--- config.mk ---
export PLATFORM = sky130hd
export DESIGN_NAME = demux4_deser
export DESIGN_NICKNAME = d
export VERILOG_FILES = /design/src/rtl/demux4_deser.sv
export SDC_FILE = /design/constraint.sdc
export NUM_CORES = 1
export LEC_CHECK = 0
export ABC_AREA = 1
export CAP_MARGIN = 25
export CELL_PAD_IN_SITES_DETAIL_PLACEMENT = 1
export CELL_PAD_IN_SITES_GLOBAL_PLACEMENT = 1
export CORE_MARGIN = 2
export CORE_UTILIZATION = 40
export CTS_BUF_LIST = sky130_fd_sc_hd__clkbuf_8
export CTS_CLUSTER_DIAMETER = 200
export CTS_CLUSTER_SIZE = 25
export DETAILED_ROUTE_END_ITERATION = 7
export PLACE_DENSITY = 0.76
export SLEW_MARGIN = 20
export SYNTH_ARGS = -nofsm -noshare
export SYNTH_HDL_FRONTEND = slang
export SYNTH_SLANG_ARGS = --single-unit
--- constraint.sdc ---
create_clock -name clk -period 2.3 [get_ports clk]
set_input_delay 0.46 -clock clk [delete_from_list [all_inputs] [get_ports clk]]
set_output_delay 0.46 -clock clk [all_outputs]
set_load 0.005 [all_outputs]
--- src/rtl/demux4_deser.sv ---
// demux4_deser: per-lane serial-to-parallel word assembly behind the 1x4 demux,
// with round-robin arbitration of completed words onto one ready/valid output.
module demux4_deser #(
   parameter int WIDTH     = 8,
   parameter bit MSB_FIRST = 1'b1
) (
   input  logic             clk,
   input  logic             rst,
   input  logic             bit_valid,
   input  logic [1:0]       s,
   input  logic [3:0]       y,
   output logic             out_valid,
   input  logic             out_ready,
   output logic [WIDTH-1:0] out_data,
   output logic [1:0]       out_ch,
   output logic [3:0]       overflow
);
   localparam int CW = $clog2(WIDTH);
   logic [WIDTH-1:0] shift [4];
   logic [WIDTH-1:0] hold  [4];
   logic [WIDTH-1:0] word  [4];
   logic [CW-1:0]    cnt   [4];
   logic [3:0]       hold_full, done, take;
   logic [1:0]       rr_ptr, g;
   logic             found, load;

   always_comb begin
      load  = !out_valid || out_ready;
      g     = 2'd0;
      found = 1'b0;
      // descending scan so the lane closest to rr_ptr wins
      for (int i = 3; i >= 0; i--)
         if (hold_full[rr_ptr + 2'(i)]) begin
            g     = rr_ptr + 2'(i);
            found = 1'b1;
         end
      for (int k = 0; k < 4; k++) begin
         word[k] = MSB_FIRST ? {shift[k][WIDTH-2:0], y[k]} : {y[k], shift[k][WIDTH-1:1]};
         done[k] = bit_valid && s == 2'(k) && cnt[k] == CW'(WIDTH-1);
         take[k] = load && found && g == 2'(k);
      end
   end

   always_ff @(posedge clk) begin
      if (rst) begin
         for (int k = 0; k < 4; k++) begin
            shift[k] <= '0;
            hold[k]  <= '0;
            cnt[k]   <= '0;
         end
         hold_full <= '0;
         overflow  <= '0;
         rr_ptr    <= '0;
         out_valid <= 1'b0;
         out_data  <= '0;
         out_ch    <= '0;
      end else begin
         for (int k = 0; k < 4; k++) begin
            if (bit_valid && s == 2'(k)) begin
               shift[k] <= word[k];
               cnt[k]   <= done[k] ? '0 : cnt[k] + 1'b1;
            end
            // a hold being drained this edge can accept the new word
            if (done[k] && (!hold_full[k] || take[k])) begin
               hold[k]      <= word[k];
               hold_full[k] <= 1'b1;
            end else if (take[k])
               hold_full[k] <= 1'b0;
            if (done[k] && hold_full[k] && !take[k])
               overflow[k] <= 1'b1;
         end
         if (load) begin
            out_valid <= found;
            if (found) begin
               out_data <= hold[g];
               out_ch   <= g;
               rr_ptr   <= g + 2'd1;
            end
         end
      end
   end
endmodule
======== After elaboration in Yosys (flattened, before gate mapping) ========
Memory sizes are Yosys's and may differ from the RTL's. A register that Yosys moved wholly into a read port is not among the register bits.
Index checks and enable logic that the tools add are counted.
cells by class
  $add $sub $neg .......................... 8
  magnitude comparators ................... 4
  eq/ne operators ......................... 10
  mux-type cells .......................... 66
  bitwise operators ....................... 12
  reductions and logical operators ........ 46
operators with widths
  cell                                                  number
  two-way mux 8 bit                                     8
  two-way mux 1 bit                                     42
  logical AND 1 bit                                     25
  two-way mux 3 bit                                     8
  adder 3 x 1 -> 3 bit (second input constant)          4
  equality test 3 bit (second input constant)           4
  < comparator 2 x 3 -> 1 bit (second input constant)   4
  OR 1 bit                                              12
  zero test 1 bit                                       9
  binary-select mux 1 bit (select 2 bit)                4
  equality test 2 bit (second input constant)           4
  two-way mux 2 bit                                     4
  nonzero test 2 bit                                    4
  logical OR 1 bit                                      5
  adder 2 x 1 -> 2 bit (second input constant)          2
  adder 2 bit (second input constant)                   2
  equality test 2 x 1 -> 1 bit (second input constant)  2
  zero test 2 bit                                       2
  AND reduction 2 bit                                   1
storage, ports and cells
  bits in registers ....................... 13
  RAM bits ................................ 76
  input port bits ......................... 10
  output and inout port bits .............. 15
  word-level logic and storage cells ...... 160
  memories ................................ 3
memory list
  memory  words  width  rd ports  clocked after Yosys merged registers in  wr ports  line  source
  hold    4      8      1         1                                        4         20    logic [WIDTH-1:0] hold [4];
  shift   4      8      4         0                                        4         19    logic [WIDTH-1:0] shift [4];
  cnt     4      3      4         0                                        4         22    logic [CW-1:0] cnt [4];

======== Logic depth before layout (Yosys ltp) ========
Gate-level depths: netlist of the first run.
  depth after elaboration ................. 15
  mapped depth ............................ 16
  depth with buffers taken out ............ 13

======== Least setup slack after synthesis of the first run ========
No wires, ideal clock.
  path type ............................... register to register
  from .................................... register rr_ptr[0]
  to ...................................... memory hold[1][0] (enable)
  library setup time ...................... 0.329 ns
  data arrival time ....................... 1.597 ns
  data required time ...................... 1.971 ns
  setup slack ............................. 0.374 ns
  cell stages (with the launch flop) ...... 15
  buffers on the path ..................... 2
  period minus slack after synthesis ...... 1.926 ns
  cells stage by stage .................... dfxtp_1 > buf_6 > inv_4 > nand2_2 > nand2_1 > nand2_2 > nand3_4 > nand2_2 > nand2_4 > nand2_4 > buf_6 > nand3_4 > nand2_2 > nand2_1 > nand2_1
RTL lines
  item                    line  source
  start, declared         24    logic [1:0] rr_ptr, g;
  start signal, assigned  77    rr_ptr <= g + 2'd1;
  end, declared           20

==> results of run 1 <==
-- synthesized netlist by cell type, types with 3 or more instances --
cell type / count
dfxtp_1: 21
clkbuf_1: 3
nand3b_1: 8
nand2_1: 62
buf_2: 4
o21ai_0: 3
inv_2: 4
nand3_1: 40
inv_1: 100
nor2_1: 100
buf_6: 3
nand2_4: 3
nand3_2: 3
nand2_2: 14
nor3_1: 4
nor2_2: 9
nand3_4: 6
ha_1: 8
edfxtp_1: 72
a21oi_1: 9
-- layer usage --
metal | vias to the layer above | wire [um] | global-route usage, %
met4 | 0 | 149 | 6.329
li1 | 1564 | - | -
met2 | 31 | 4643 | 29.28
met3 | 10 | 200 | 3.885
met1 | 1477 | 4324 | 21.52
met5 | - | 0 | 0
-- logic make-up (layout without fill, tap and decap cells) --
group | after synthesis | in the layout | share of synthesized area, %
compound gates | 14 | 14 | 1.723
fa+ha+maj | 8 | 8 | 2.260
buf+inv | 116 | 157 | 10.59
flops | 93 | 93 | 58.30
simple gates | 249 | 249 | 27.12
-- repair_timing --
item / 4_1_cts / 5_1_grt
hold buffers: 0 / 0
resized for setup: 1 / 5
endpoints found under the setup margin: 16 / 32
-- critical path: stages (launching register included) --
cell,delay (ns)
dfxtp_1,0.45
inv_1,0.11
nand2_1,0.12
nand3_1,0.14
nand2_2,0.11
inv_2,0.07
nand3_4,0.09
nand2_4,0.09
nor2_2,0.15
nand2_1,0.11
nand2_2,0.10
nand2_1,0.07
nand2_2,0.18
-- through the flow --
| step | setup TNS, ns | utilization (%) | total power [mW] | std cells |
|---|---|---|---|---|
| 4_1_cts | 0 | 46.58 | 4.730 | 661 |
| 2_1_floorplan | 0 | - | 3.163 | 480 |
| 5_1_grt | 0 | 46.70 | 4.995 | 661 |
| 3_3_place_gp | 0 | 44.92 | 3.631 | 646 |
| 3_5_place_dp | -1.406 | 44.92 | 3.685 | 646 |
| 6_report | 0 | 46.70 | 4.682 | 661 |
-- how the worst min path moves through the flow --
stage                        to   startpoint  slack (ns)
global route        overflow[1]  overflow[1]        0.54
global placement    overflow[3]  overflow[3]        0.47
detailed placement  overflow[3]  overflow[3]        0.47
CTS                 overflow[3]  overflow[3]        0.50
floorplan           overflow[0]  overflow[0]        0.46
finish              overflow[3]  overflow[3]        0.49
-- placed cells by master (no fill, tap or decap) --
master             n
nand3_2            3
clkinv_2           1
nor3_1             4
bufinv_16          1
buf_4             13
inv_1            101
o211ai_1           1
nand2_1           58
dfxtp_4            1
o21ai_2            1
clkbuf_8           9
nor2_1           100
a21oi_1            9
ha_1               8
nor2_2             9
nand3_4            6
inv_2              4
nand2_4            3
nand2_2           18
clkinv_1           2
inv_6              1
dfxtp_1           20
nand3b_1           8
clkdlybuf4s50_1   24
inv_4              1
nand3_1           40
edfxtp_1          72
o21ai_0            3
-- power groups by stage --
stage / clock, mW / sequential, mW / combinational (mW)
2_1_floorplan: 0 / 2.09 / 1.07
3_3_place_gp: 0 / 2.11 / 1.52
3_5_place_dp: 0 / 2.13 / 1.56
4_1_cts: 1.07 / 2.09 / 1.57
5_1_grt: 1.14 / 2.11 / 1.74
6_report: 1.04 / 2.09 / 1.55
-- sequential cells by signal (all words and copies together), names as in the netlist --
register   count
hold          32
shift         28
cnt           12
out_data       8
hold_full      4
overflow       4
out_ch         2
rr_ptr         2
out_valid      1
-- layout make-up --
| class | instances | share of cell area, % |
|---|---|---|
| Clock inverter | 6 | 1.087 |
| Clock buffer | 9 | 2.447 |
| Timing Repair Buffer | 37 | 6.673 |
| Inverter | 105 | 7.835 |
| Tap cell | 140 | 3.460 |
| Sequential cell | 93 | 51.09 |
| Multi-Input combinational cell | 271 | 27.41 |
==> impl_metrics.csv, run 1 <==
group,metric,value,unit
power,p_switching,1.609,mW
floorplanning,core_area,10840,sq um
clocking,cts_max_level,3,
sta,setup-violations-final,0,
clocking,clockRootBuffer,"clkbuf_8",
drt,drt-total-wl,9317,um
drt,drc,0,
power,p_per_area,924.8,nW/um^2
drt,first_iter_violations,124,
critical_path,path_max_fanout,8,
logic_synthesis,yosysWarnings,0,
critical_path,ff2ff_setup_slack,0.19,ns
logic_synthesis,syn_area,4429,sq um
logic_synthesis,synth_nets,498,
placement,io_buffers,24,
power,power.leakage,2.156,nW
critical_path,r2r-end,"hold[0][2]",
clocking,cts_buffers,9,
placement,post-place-ws,-0.09599,ns
logic_synthesis,seq_area_frac_synth,58.31,%
outcome,outcome,"finished, final reports clean",
placement,placed_cell_area,4870,sq um
critical_path,cp-startpoint,"hold_full[3]",
clocking,post_cts_buffers,0,
floorplanning,dieWidth,109.2,um
global_route,grt_usage,17.24,%
global_route,overflow,0,
sta,rsz0062_at_grt,"false",
sta,fmax,473.3,MHz
layout,n_antenna_cell,0,
floorplanning,die-area,11930,sq um
drt,vias_per_cell,4.663,
sta,hold_slack,0.4934,ns
placement,gp_congestion,0.7676,
logic_synthesis,async_flop_share,0,%
clocking,ctsLongestPathBuffers,2,
logic_synthesis,yosys.area.top_type,"edfxtp_1",
logic_synthesis,syn_area_per_cell,9.228,sq um
drt,vias,3082,
power,swShare,34.38,%
logic_synthesis,ys_ff_latch,93,
power,max-vdd-ir-drop,0.0003735,V
sta,worst_slack,0.1872,ns
drt,drt_pre_antenna_iters,4,
critical_path,worstPathArrival,2.16,ns
critical_path,path_class,"flip-flop to flip-flop",
worst_hold_path,min_path_cells,2,
layout,seq_area,2586,sq um
layout,nFillCells,1265,
sta,min_period,2.113,ns
critical_path,reg2regPathDepth,12,
layout,multi_input_area,1388,sq um
sta,hold_violations,0,
floorplanning,rows,38,
clocking,path_clk_slew,0.09,ns
drt,post_drt_wl_per_cell,14.10,um
power,intPower,3.072,mW
critical_path,crit_path_start_kind,"flip-flop",
clocking,clock_sinks,93,
floorplanning,ios,25,
flow_run,maxCapViolations,0,
logic_synthesis,netlist_instances,480,
global_route,grt_pass1_wl,15440,um
sta,fin_crit_sh,91.86,%
sta,finClkSkew,0.008696,ns
sta,slew_headroom,54.09,%
global_route,grt_pass1_vias,3238,
logic_synthesis,synth_cell_types,24,
layout,fin_area,5062,sq um
power,power_frac_comb,33.1,%
critical_path,critPathCaptureType,"flip-flop",
logic_synthesis,ys_top_cells_by_area,"edfxtp_1 (49%), dfxtp_1 (9.5%), inv_1 (8.5%), nor2_1 (8.5%), nand2_1 (5.3%)",
drt,ant_nets,0,
logic_synthesis,ys.flop_type,"edfxtp_1",
power,clkPwrFrac,22.3,%
placement,dp_hpwl,7181,um
worst_hold_path,hold_class,"flip-flop to flip-flop",
logic_synthesis,synth_edf_count,72,
sta,maxSlewViolCount,0,
critical_path,reg2reg_from,"hold_full[3]",
layout,synthToLayoutAreaGrowth,14.29,%
layout,drive_above_1_share,13.63,%
logic_synthesis,synth_top_area_share,48.81,%
clocking,clock_latency,0.35,ns
layout,fin_nets,535,
sta,tightest_slew,0.6880,ns
floorplanning,dieHeight,109.2,um
clocking,cts_tree,"built",
floorplanning,start_util,40.86,%
global_route,grt_max_degree,21,
global_route,antenna_found_initial,0,
power,pwr-share-seq,44.6,%
critical_path,required,2.35,ns
critical_path,worstSetupEndpoint,"hold[0][2]",
No activity file was read; power rests on OpenSTA's default activity.
==> inputs of run 2 (changes only) <==
--- a/config.mk
+++ b/config.mk
@@ -6,17 +6,17 @@
 export NUM_CORES = 1
 export LEC_CHECK = 0
 export ABC_AREA = 1
+export ABC_CLOCK_PERIOD_IN_PS = 2300
 export CAP_MARGIN = 25
 export CELL_PAD_IN_SITES_DETAIL_PLACEMENT = 1
 export CELL_PAD_IN_SITES_GLOBAL_PLACEMENT = 1
 export CORE_MARGIN = 2
 export CORE_UTILIZATION = 40
 export CTS_BUF_LIST = sky130_fd_sc_hd__clkbuf_8
-export CTS_CLUSTER_DIAMETER = 200
+export CTS_CLUSTER_DIAMETER = 40
 export CTS_CLUSTER_SIZE = 25
 export DETAILED_ROUTE_END_ITERATION = 7
 export PLACE_DENSITY = 0.76
-export SLEW_MARGIN = 20
 export SYNTH_ARGS = -nofsm -noshare
 export SYNTH_HDL_FRONTEND = slang
 export SYNTH_SLANG_ARGS = --single-unit
==> results of run 2 <==
The final DEF is identical to that of run 1; final timing and power are the same.
==> inputs of run 3 (changes only) <==
--- a/config.mk
+++ b/config.mk
@@ -5,7 +5,6 @@
 export SDC_FILE = /design/constraint.sdc
 export NUM_CORES = 1
 export LEC_CHECK = 0
-export ABC_AREA = 1
 export ABC_CLOCK_PERIOD_IN_PS = 2300
 export CAP_MARGIN = 25
 export CELL_PAD_IN_SITES_DETAIL_PLACEMENT = 1
@@ -13,10 +12,10 @@
 export CORE_MARGIN = 2
 export CORE_UTILIZATION = 40
 export CTS_BUF_LIST = sky130_fd_sc_hd__clkbuf_8
-export CTS_CLUSTER_DIAMETER = 40
+export CTS_CLUSTER_DIAMETER = 50
 export CTS_CLUSTER_SIZE = 25
 export DETAILED_ROUTE_END_ITERATION = 7
-export PLACE_DENSITY = 0.76
+export PLACE_DENSITY = 0.73
 export SYNTH_ARGS = -nofsm -noshare
 export SYNTH_HDL_FRONTEND = slang
 export SYNTH_SLANG_ARGS = --single-unit
==> impl_metrics.csv, run 3 <==
group,metric,value,unit
outcome,outcome,"finished, final reports clean",
drt,drc,0,
layout,top_regs,"hold: 32 flops, shift: 28 flops, cnt: 12 flops",
global_route,overflow,0,
global_route,grt_max_degree,36,
placement,post-place-ws,-0.02867,ns
logic_synthesis,syn_area,4004,sq um
floorplanning,rows,36,
drt,ant_nets,0,
logic_synthesis,async_flop_share,0,%
clocking,cts_buffers,9,
logic_synthesis,synth_cell_types,44,
floorplanning,die-area,10830,sq um
logic_synthesis,yosys.area.top_type,"edfxtp_1",
sta,worst_slack,0.1233,ns
power,power.leakage,1.820,nW
sta,fmax,459.4,MHz
critical_path,crit_path_start_kind,"flip-flop",
global_route,grt_pass1_vias,2558,
layout,final_cell_mix,"edfxtp_1 (72), and2_1 (65), clkdlybuf4s50_1 (24)",
logic_synthesis,syn_area_per_cell,13.48,sq um
clocking,clock_sinks,93,
layout,largest_reg_flops,32,
drt,drt-total-wl,8092,um
floorplanning,start_util,41.15,%
drt,vias,2429,
floorplanning,dieHeight,104.0,um
clocking,clock_latency,0.36,ns
layout,drive_above_1_share,12.36,%
critical_path,worstPathArrival,2.21,ns
clocking,path_clk_slew,0.09,ns
drt,vias_per_cell,5.050,
layout,layout.cells.non_filler,481,
layout,nFillCells,1042,
sta,fin_crit_sh,94.64,%
clocking,cts_hold_buf,0,
clocking,cts_max_level,3,
sta,hold_slack,0.4594,ns
logic_synthesis,synth_most_common_cell,"edfxtp_1",
critical_path,reg2reg_from,"hold_full[2]",
sta,min_period,2.177,ns
clocking,clockRootBuffer,"clkbuf_8",
clocking,cts_tree,"built",
floorplanning,dieWidth,104.0,um
placement,io_buffers,24,
placement,gp_congestion,0.8680,
logic_synthesis,netlist_instances,297,
logic_synthesis,synth_nets,315,
power,p_per_area,656.8,nW/um^2
sta,setup-violations-final,0,
layout,largest-register,"hold",
global_route,antenna_found_initial,0,
floorplanning,core_area,9729,sq um
drt,post_drt_wl_per_cell,16.82,um
sta,maxSlewViolCount,0,
logic_synthesis,synth_common_cells,"edfxtp_1 (72), and2_1 (65), dfxtp_1 (21)",
logic_synthesis,synth_top_area_share,54.00,%
layout,fin_nets,361,
logic_synthesis,yosysWarnings,0,
global_route,grt_pass1_wl,13660,um
logic_synthesis,seq_area_frac_synth,64.50,%
critical_path,path_class,"flip-flop to flip-flop",
sta,rsz0062_at_grt,"false",
critical_path,critPathCaptureType,"flip-flop",
floorplanning,ios,25,
flow_run,maxCapViolations,0,
clocking,post_cts_buffers,0,
layout,synthToLayoutAreaGrowth,18.16,%
drt,first_iter_violations,87,
worst_hold_path,hold_start,"out_ch[0]",
power,max-vdd-ir-drop,0.0003364,V
worst_hold_path,hold_class,"flip-flop to flip-flop",
sta,slew_headroom,59.87,%
drt,drt_pre_antenna_iters,4,
critical_path,required,2.33,ns
logic_synthesis,ys_ff_latch,93,
critical_path,path_max_fanout,8,
layout,n_antenna_cell,0,
critical_path,cp-startpoint,"hold_full[2]",
placement,dp_hpwl,5996,um
clocking,ctsLongestPathBuffers,2,
sta,finClkSkew,0.01098,ns
logic_synthesis,ys.flop_type,"edfxtp_1",
sta,hold_violations,0,
global_route,grt_usage,16.13,%
layout,utilization,48.62,%
placement,dp.cells,465,
clocking,cts_resized,0,
logic_synthesis,ys_top_cells_by_area,"edfxtp_1 (54%), dfxtp_1 (11%), and2_1 (10%), mux2i_1 (4.3%), ha_1 (2.5%)",
layout,final_common_cell,"edfxtp_1",
logic_synthesis,synth_edf_count,72,
sta,tightest_slew,0.5973,ns
-- run 3: worst max-delay path, stage by stage (launching register included) --
cell and delay [ns]:
dfxtp_1 0.35, buf_4 0.17, nor2b_1 0.14, a221oi_2 0.49, o211ai_1 0.23, nand2_1 0.15
a21o_1 0.34
-- run 3: layer usage --
metal / global-route usage (%) / vias to the layer above / wire length (um)
li1: - / 1188 / -
met1: 21.85 / 1187 / 3906
met2: 25.05 / 43 / 3723
met3: 4.135 / 11 / 277
met4: 5.985 / 0 / 184
met5: 0 / - / 0
-- run 3: area by class of cell --
class	instances	area (sq um)	share of cell area [%]
clock inverter	7	66.31	1.402
sequential	93	2582	54.59
inverter	6	22.52	0.4761
timing repair buffer	44	402.9	8.516
multi-input combinational	189	1366	28.88
clock buffer	9	123.9	2.618
tap	133	166.4	3.518
-- run 3: final timing paths --
path	cells after the start	slack, ns	endpoint
worst min register to register	2	0.46	out_ch[0]
worst min-delay path	2	0.46	out_ch[0]
worst max register to register	6	0.12	hold[0][3]
worst max-delay path	6	0.12	hold[0][3]
-- run 3: metrics by stage --
stage | setup TNS [ns] | cell area, sq um | total power [mW]
3_5_place_dp | -0.2279 | 4541 | 2.074
3_3_place_gp | 0 | 4541 | 2.065
6_report | 0 | 4731 | 3.107
4_1_cts | 0 | 4731 | 3.140
2_1_floorplan | 0 | 4004 | 1.998
5_1_grt | 0 | 4731 | 3.225
-- run 3: cells by family after synthesis --
group	Yosys count	share of synthesized area [%]
adders and majority gates	8	2.500
AOI/OAI and AO/OA	41	8.281
buffers and inverters	15	1.531
DFF	93	64.50
and+or+nand+nor	122	18.72
muxes	17	4.250
xor gates and xnor gates	1	0.2188
-- run 3: power breakdown --
part           internal (mW)  switching, mW
registers               1.87         0.0262
logic                 0.0588         0.0801
clock network          0.496          0.578
total                   2.42          0.685
